File: src/rtl/hazard_ctrl.sv
// Pipeline hazard controller: load-use stalls, jump flushes and data-memory wait stalls,
// plus running counters of stalled cycles and redirects acted on.
module hazard_ctrl #(
  parameter int LOAD_STALL_CYCLES = 2,
  parameter int FLUSH_CYCLES      = 1
) (
  input  logic        clk,
  input  logic        rst,
  input  logic [4:0]  decode_rs1,
  input  logic [4:0]  decode_rs2,
  input  logic        decode_uses_rs2,
  input  logic        decode_jump,
  input  logic [4:0]  execute_rd,
  input  logic [1:0]  execute_result_src,
  input  logic        execute_regfile_wr_enable,
  input  logic        dmem_busy,
  output logic        pc_stall,
  output logic        ifid_stall,
  output logic        idex_stall,
  output logic        ifid_flush,
  output logic        idex_flush,
  output logic        exmem_bubble,
  output logic [31:0] stall_count,
  output logic [31:0] flush_count
);

  // state      | meaning
  // RUN        | no hazard in progress
  // LOAD_STALL | holding for load-use; leaves when the decremented cnt reaches 0
  // JUMP_FLUSH | extra IF/ID flush cycles after a redirect; leaves when cnt is 0
  // MEM_WAIT   | data memory busy, whole front end held
  typedef enum logic [1:0] {RUN, LOAD_STALL, JUMP_FLUSH, MEM_WAIT} state_e;

  localparam logic [2:0] LOAD_INIT  = 3'(LOAD_STALL_CYCLES - 1);
  localparam logic [2:0] FLUSH_INIT = 3'(FLUSH_CYCLES - 1);

  state_e      state_q, state_d;
  logic [2:0]  cnt_q, cnt_d;
  logic [31:0] stall_count_q, stall_count_d;
  logic [31:0] flush_count_q, flush_count_d;
  logic        load_use;
  logic        jump_taken;

  assign load_use = (execute_result_src == 2'b01) && execute_regfile_wr_enable &&
                    (execute_rd != 5'd0) &&
                    ((execute_rd == decode_rs1) ||
                     (decode_uses_rs2 && (execute_rd == decode_rs2)));

  always_comb begin
    state_d      = state_q;
    cnt_d        = cnt_q;
    pc_stall     = 1'b0;
    ifid_stall   = 1'b0;
    idex_stall   = 1'b0;
    ifid_flush   = 1'b0;
    idex_flush   = 1'b0;
    exmem_bubble = 1'b0;
    jump_taken   = 1'b0;

    if (rst) begin
      state_d = RUN;
      cnt_d   = 3'd0;
    end else if (dmem_busy) begin
      // EX/MEM is held, so no bubble and no flush; cnt is frozen in every state
      pc_stall   = 1'b1;
      ifid_stall = 1'b1;
      idex_stall = 1'b1;
      if (state_q == RUN) state_d = MEM_WAIT;
    end else begin
      unique case (state_q)
        RUN, MEM_WAIT: begin
          state_d = RUN;
          if (load_use) begin
            pc_stall     = 1'b1;
            ifid_stall   = 1'b1;
            idex_stall   = 1'b1;
            exmem_bubble = 1'b1;
            cnt_d        = LOAD_INIT;
            if (LOAD_INIT != 3'd0) state_d = LOAD_STALL;
          end else if (decode_jump) begin
            ifid_flush = 1'b1;
            idex_flush = 1'b1;
            jump_taken = 1'b1;
            if (FLUSH_CYCLES > 0) begin
              cnt_d   = FLUSH_INIT;
              state_d = JUMP_FLUSH;
            end
          end
        end
        LOAD_STALL: begin
          pc_stall     = 1'b1;
          ifid_stall   = 1'b1;
          idex_stall   = 1'b1;
          exmem_bubble = 1'b1;
          cnt_d        = cnt_q - 3'd1;
          if (cnt_q <= 3'd1) begin
            cnt_d   = 3'd0;
            state_d = RUN;
          end
        end
        JUMP_FLUSH: begin
          ifid_flush = 1'b1;
          if (cnt_q == 3'd0) begin
            state_d = RUN;
          end else begin
            cnt_d = cnt_q - 3'd1;
          end
        end
        default: state_d = RUN;
      endcase
    end
  end

  always_comb begin
    stall_count_d = stall_count_q;
    flush_count_d = flush_count_q;
    if (pc_stall)   stall_count_d = stall_count_q + 32'd1;
    if (jump_taken) flush_count_d = flush_count_q + 32'd1;
  end

  always_ff @(posedge clk) begin
    if (rst) begin
      state_q       <= RUN;
      cnt_q         <= 3'd0;
      stall_count_q <= 32'd0;
      flush_count_q <= 32'd0;
    end else begin
      state_q       <= state_d;
      cnt_q         <= cnt_d;
      stall_count_q <= stall_count_d;
      flush_count_q <= flush_count_d;
    end
  end

  assign stall_count = stall_count_q;
  assign flush_count = flush_count_q;

endmodule

File: config.mk
export PLATFORM = sky130hd
export DESIGN_NAME = hazard_ctrl
export DESIGN_NICKNAME = d
export VERILOG_FILES = /design/src/rtl/hazard_ctrl.sv
export SDC_FILE = /design/constraint.sdc
export NUM_CORES = 1
export LEC_CHECK = 0
export BUFFER_PORTS_ARGS = -buffer_cell sky130_fd_sc_hd__buf_2
export CAP_MARGIN = 20
export CORE_MARGIN = 2
export CORE_UTILIZATION = 45
export CTS_BUF_LIST = sky130_fd_sc_hd__clkbuf_8
export DETAILED_ROUTE_END_ITERATION = 12
export MAX_ROUTING_LAYER = met4
export PLACE_DENSITY = 0.79
export SKIP_CTS_REPAIR_TIMING = 1
export SYNTH_ARGS = -nofsm -noshare
export SYNTH_HDL_FRONTEND = slang
export SYNTH_SLANG_ARGS = --single-unit
File: constraint.sdc
create_clock -name clk -period 2.45 [get_ports clk]
set_input_delay 0.49 -clock clk [delete_from_list [all_inputs] [get_ports clk]]
set_output_delay 0.49 -clock clk [all_outputs]
set_load 0.01 [all_outputs]
# Word-level counts from Yosys, hierarchy flattened
# Index checks and enable logic that the tools add are counted.
op_classes:
  reduce_logical: 11
  addsub: 3
  mux: 26
  n_eq_ne: 11
  bitwise: 1
  n_lt_le_gt_ge: 1
op_table:
  columns: ["cell", "n"]
  rows:
  - ["adder 32 x 1 -> 32 bit (second input constant)", 2]
  - ["2-to-1 mux 1 bit", 12]
  - ["2-to-1 mux 2 bit", 6]
  - ["2-to-1 mux 3 bit", 4]
  - ["equality test 5 bit", 2]
  - ["!= test 3 bit (second input constant)", 3]
  - ["case mux 3 bit (3 select lines)", 1]
  - ["case mux 2 bit (3 select lines)", 1]
  - ["AND reduction 3 bit", 2]
  - ["nonzero test 5 bit", 1]
  - ["equality test 2 x 1 -> 1 bit (second input constant)", 2]
  - ["equality test 2 bit (second input constant)", 2]
  - ["logical AND 1 bit", 4]
  - ["case mux 1 bit (2 select lines)", 2]
  - ["less-or-equal comparator 3 x 1 -> 1 bit (second input constant)", 1]
  - ["zero test 3 bit", 1]
  - ["subtractor 3 x 1 -> 3 bit (second input constant)", 1]
  - ["zero test 2 bit", 1]
  - ["!= test 2 x 1 -> 1 bit (second input constant)", 1]
  - ["!= test 2 bit (second input constant)", 1]
  - ["OR reduction 2 bit", 1]
  - ["logical OR 1 bit", 1]
  - ["NOT 1 bit", 1]
totals:
  out_inout_bits: 70
  reg_bits: 69

# Longest topological paths before layout
depth:
  word_depth: 8
  ltp_mapped: 10
  ltp_nobuf: 8

# Worst setup path after synthesis
# Ideal clock, no wire load.
synth_timing:
  path_type: "input port to output port"
  startpoint: "in execute_rd[4]"
  endpoint: "out exmem_bubble"
  slack_ns: 0.183
  stages: 7
  n_path_buf: 1
  arrival_ns: 1.777
  path_cell_list: "xnor2_1 > nand3_1 > o22ai_2 > clkbuf_1 > nand2_1 > nor2_1 > o211a_1"
synth_via:
  elab_chain_cells: 8
  word_cells_on_any_way: 11
synth_rtl:
  columns: ["element", "line_no", "source"]
  rows:
  - ["start, declared", "13", "input logic [4:0] execute_rd,"]
  - ["equality test 5 bit", "47", "(decode_uses_rs2 && (execute_rd == decode_rs2)));"]
  - ["logical AND 1 bit", "47", null]
  - ["logical OR 1 bit", "46", "((execute_rd == decode_rs1) ||"]
  - ["logical AND 1 bit (*)", "45", "(execute_rd != 5'd0) &&"]
  - ["2-to-1 mux 1 bit (*)", "73", "if (load_use) begin"]
  - ["case mux 1 bit (2 select lines) (*)", "70", "unique case (state_q)"]
  - ["2-to-1 mux 1 bit (*)", "63", "end else if (dmem_busy) begin"]
  - ["2-to-1 mux 1 bit (*)", "60", "if (rst) begin"]
  - ["end, declared", "22", "output logic exmem_bubble,"]
# Mark *: on every way between the ends. The rest lies on a longest branch, timed or not.

# Worst setup path after layout
layout_timing:
  startpoint: "in execute_rd[4]"
  endpoint: "out ifid_flush"
layout_via:
  elab_chain_cells: 8
  word_cells_on_any_way: 11
layout_rtl:
  columns: ["element", "line_no", "source"]
  rows:
  - ["equality test 5 bit", "47", null]
  - ["logical AND 1 bit", "47", null]
  - ["logical OR 1 bit", "46", null]
  - ["logical AND 1 bit (*)", "45", null]
  - ["2-to-1 mux 1 bit (*)", "73", null]
  - ["case mux 1 bit (2 select lines) (*)", "70", null]
  - ["2-to-1 mux 1 bit (*)", "63", null]
  - ["2-to-1 mux 1 bit (*)", "60", null]
  - ["end, declared", "20", "output logic ifid_flush,"]
# Marks and branches as above.

==> Flow_metrics.wiki <==
{| class="wikitable"
! Metric !! Value
|-
| Die width || 95.89 um
|-
| Wirelength per Cell || between 10 and 15 um
|-
| Antenna cell count || 0
|-
| Cells on worst reg2reg path || 8
|-
| Via count of the first global-routing pass || 3497
|-
| Total number of vias || 3851
|-
| Data arrival at the endpoint of the critical path || 1.87 ns
|-
| Final-stage net count || approximately 580
|-
| Pre-Repair DR Iteration Count || 4
|-
| Overall die height || 95.89 um
|-
| Setup crit start || execute_rd[4]
|-
| Peak Freq || around 420 MHz
|-
| Die Outline Area || 0.009195 mm2
|-
| First-pass GRT wire length || 15.50 mm
|-
| Fraction of registers with async set/reset || 0%
|-
| Number of unique standard cell types used by synthesis || 58
|-
| Start point of the worst hold path || stall_count[31]$_SDFFE_PP0P_
|-
| GRT overflow || 0
|-
| Number of fillers in the final layout || 768
|-
| Count of yosys warnings during synthesis || 0
|-
| Port buffer count || 92
|-
| Layout cell share with drive strength beyond 1 || 26.26%
|-
| Leak pwr || 1.786 nW
|-
| Post-route clock period utilization || a little over nine tenths
|-
| H-Tree Depth || 3
|-
| Min-delay worst type || reg2reg
|-
| Number of max-cap violations || 0
|-
| Maximum net fanout on the critical path || 6
|-
| Count of final setup violators || 0
|-
| Number of CTS-inserted buffers || 9
|-
| Origin of the critical flop-to-flop path || state_q[1]$_SDFFE_PP0P_
|-
| TritonCTS sink count || 69
|-
| Num rows || 33
|-
| Top sig layer || met4
|-
| Number of cells produced by synthesis || 459
|-
| Post-synthesis sequential area ratio || 36.35%
|-
| Maximum number of pins on one net before global-route repair || 45
|-
| Count of routing violations after the opening detailed-route iteration || 134
|-
| Time the final worst path needs with I/O delays and setup || roughly 2.4 ns
|-
| Number of enable flip-flop cells after synthesis || 0
|-
| Final routed wirelength across all metal layers || 9.655 mm
|-
| Hold violation total from the final report || 0
|-
| Worst vdd rail ir drop || 537.6 uV
|-
| Netlist Area Pre-Place || 0.003800 mm2
|-
| CP Launch Type || input port
|-
| TritonCTS clock tree || done
|-
| CTS Buffer Depth || 2
|-
| CTS clk-pin slew, worst paths || 0.07 ns
|-
| Slew @ Worst Pin || a little under 0.8 ns
|-
| Effective utilization at floorplan || approximately 46%
|-
| WL met2 || 4.721 mm
|-
| Commonest cells after routing, fill and taps aside || sky130_fd_sc_hd__buf_2 (92), sky130_fd_sc_hd__dfxtp_1 (68), sky130_fd_sc_hd__a21oi_1 (43)
|-
| Top-level I/O count || 93
|-
| Post-Route M1 WL || 4.353 mm
|-
| Critical setup path kind || in2out
|-
| All-layer global routing usage || 21.47%
|-
| Met3 WL post-DR || 480 um
|-
| Crit path capture type || output port
|-
| Fin Hold WS || 0.4930 ns
|-
| Final standard cell utilization of the core || 56.75%
|-
| Most common library cell in the layout ignoring fill and taps || sky130_fd_sc_hd__buf_2
|-
| Final clock skew || 0.004849 ns
|-
| Clock Latency Late Sink || ~0.34 ns
|-
| Worst slew margin relative to its limit || 48.34%
|-
| Final Wtd Congestion || 0.8458
|-
| Final Max Tran Viols || 0
|-
| DPL Wire Length || ~6.8 mm
|-
| Depth of the worst hold-timing path || 2
|-
| Post-synthesis area per instance || 8.279 um2
|-
| Status || finished, final reports clean
|-
| Flip-flop and latch count after synthesis || 69
|-
| Total power || approximately 0.0024 W
|-
| Clock root buffer master || sky130_fd_sc_hd__clkbuf_8
|-
| Via density || 5.826
|-
| Syn nets || 490
|-
| Core box area || 0.008217 mm2
|-
| Synth-to-Final Area Change || 22.72%
|-
| DRC viols || 0
|-
| Required arrival time at the worst endpoint || 1.96 ns
|-
| Final-layout setup total negative slack || 0 ns
|-
| P per Cell Area || 521.0 mW/mm2
|-
| Number of antenna-violating nets in the routed design || 0
|-
| Synth Flop Type || sky130_fd_sc_hd__dfxtp_1
|-
| Initial antenna violation count || 0
|}
[state kept, by name, summed over array words and instances (netlist names)]
register and count:
stall_count 32, state_q 2, cnt_q 3, flush_count 32
[per-stage QoR]
stage               cell area (um2)  cells  setup slack, ns
floorplan                      3800    459           0.1833
global placement               4393    646           0.1559
detailed placement             4393    646          0.06751
CTS                            4606    661         -0.08424
global route                   4663    661        -0.003728
finish                         4663    661          0.09065
[path summary, 6_finish.rpt]
kind,slack (ns),endpoint
max,0.09,ifid_flush
min,0.49,stall_count[31]$_SDFFE_PP0P_
max reg2reg,0.19,flush_count[18]$_SDFFE_PP0P_
min reg2reg,0.49,stall_count[31]$_SDFFE_PP0P_
[area by class of cell]
| class | instances | area [um2] | share of cell area [%] |
|---|---|---|---|
| clock buffers | 9 | 123.9 | 2.656 |
| multi-input cells | 341 | 2266 | 48.59 |
| repair buffers | 109 | 588.1 | 12.61 |
| well taps | 105 | 131.4 | 2.817 |
| inverters | 22 | 82.58 | 1.771 |
| clock inverters | 6 | 88.84 | 1.905 |
| flip-flops and latches | 69 | 1383 | 29.65 |
[per-layer routing]
layer	GRT usage [%]	vias to the layer above
li1	-	1877
met1	26.31	1854
met2	35.66	111
met3	3.837	9
met4	7.381	0
met5	-	-
[synthesized netlist by cell type, types with 5 or more instances]
cell                         n  area, um2
sky130_fd_sc_hd__a2111oi_0   9      78.83
sky130_fd_sc_hd__a211oi_1    9      67.56
sky130_fd_sc_hd__a21oi_1    43      215.2
sky130_fd_sc_hd__and3_1      7      43.79
sky130_fd_sc_hd__and4_1      8      70.07
sky130_fd_sc_hd__buf_2       6      30.03
sky130_fd_sc_hd__clkbuf_1   15      56.30
sky130_fd_sc_hd__dfxtp_1    69       1381
sky130_fd_sc_hd__ha_1        8      100.1
sky130_fd_sc_hd__inv_1      22      82.58
sky130_fd_sc_hd__nand2_1    30      112.6
sky130_fd_sc_hd__nand3_1    18      90.09
sky130_fd_sc_hd__nand4_1    14      87.58
sky130_fd_sc_hd__nor2_1     39      146.4
sky130_fd_sc_hd__o21ai_0    25      125.1
sky130_fd_sc_hd__o31ai_1     9      67.56
sky130_fd_sc_hd__o41ai_1     5      43.79
sky130_fd_sc_hd__or3_1      22      137.6
sky130_fd_sc_hd__or4_1       7      52.55
sky130_fd_sc_hd__or4b_1      5      50.05
sky130_fd_sc_hd__xnor2_1    31      271.5
[power by group]
part | internal (W) | switching (W) | total [W] | leakage, nW
Combinational | 0.000104 | 0.000155 | 0.000259 | 1.13
Sequential | 0.00113 | 0.0000147 | 0.00115 | 0.557
Clock | 0.000567 | 0.000454 | 0.00102 | 0.101
[critical path, stage by stage]
cell	delay [ns]
sky130_fd_sc_hd__buf_2	0.13
sky130_fd_sc_hd__xnor2_1	0.17
sky130_fd_sc_hd__nand3_1	0.16
sky130_fd_sc_hd__o22ai_4	0.28
sky130_fd_sc_hd__nand2_1	0.18
sky130_fd_sc_hd__a21oi_1	0.24
sky130_fd_sc_hd__nor4_2	0.06
sky130_fd_sc_hd__buf_2	0.15
[kinds of logic after synthesis]
family	after synthesis	synth area share, %
and+or+nand+nor	168	24.14
xor gates and xnor gates	34	7.837
muxes	3	0.8561
AOI/OAI and AO/OA	128	22.52
buffers and inverters	49	5.663
adders and majority gates	8	2.634
DFF	69	36.35
Power figures use the tool's default switching activity.
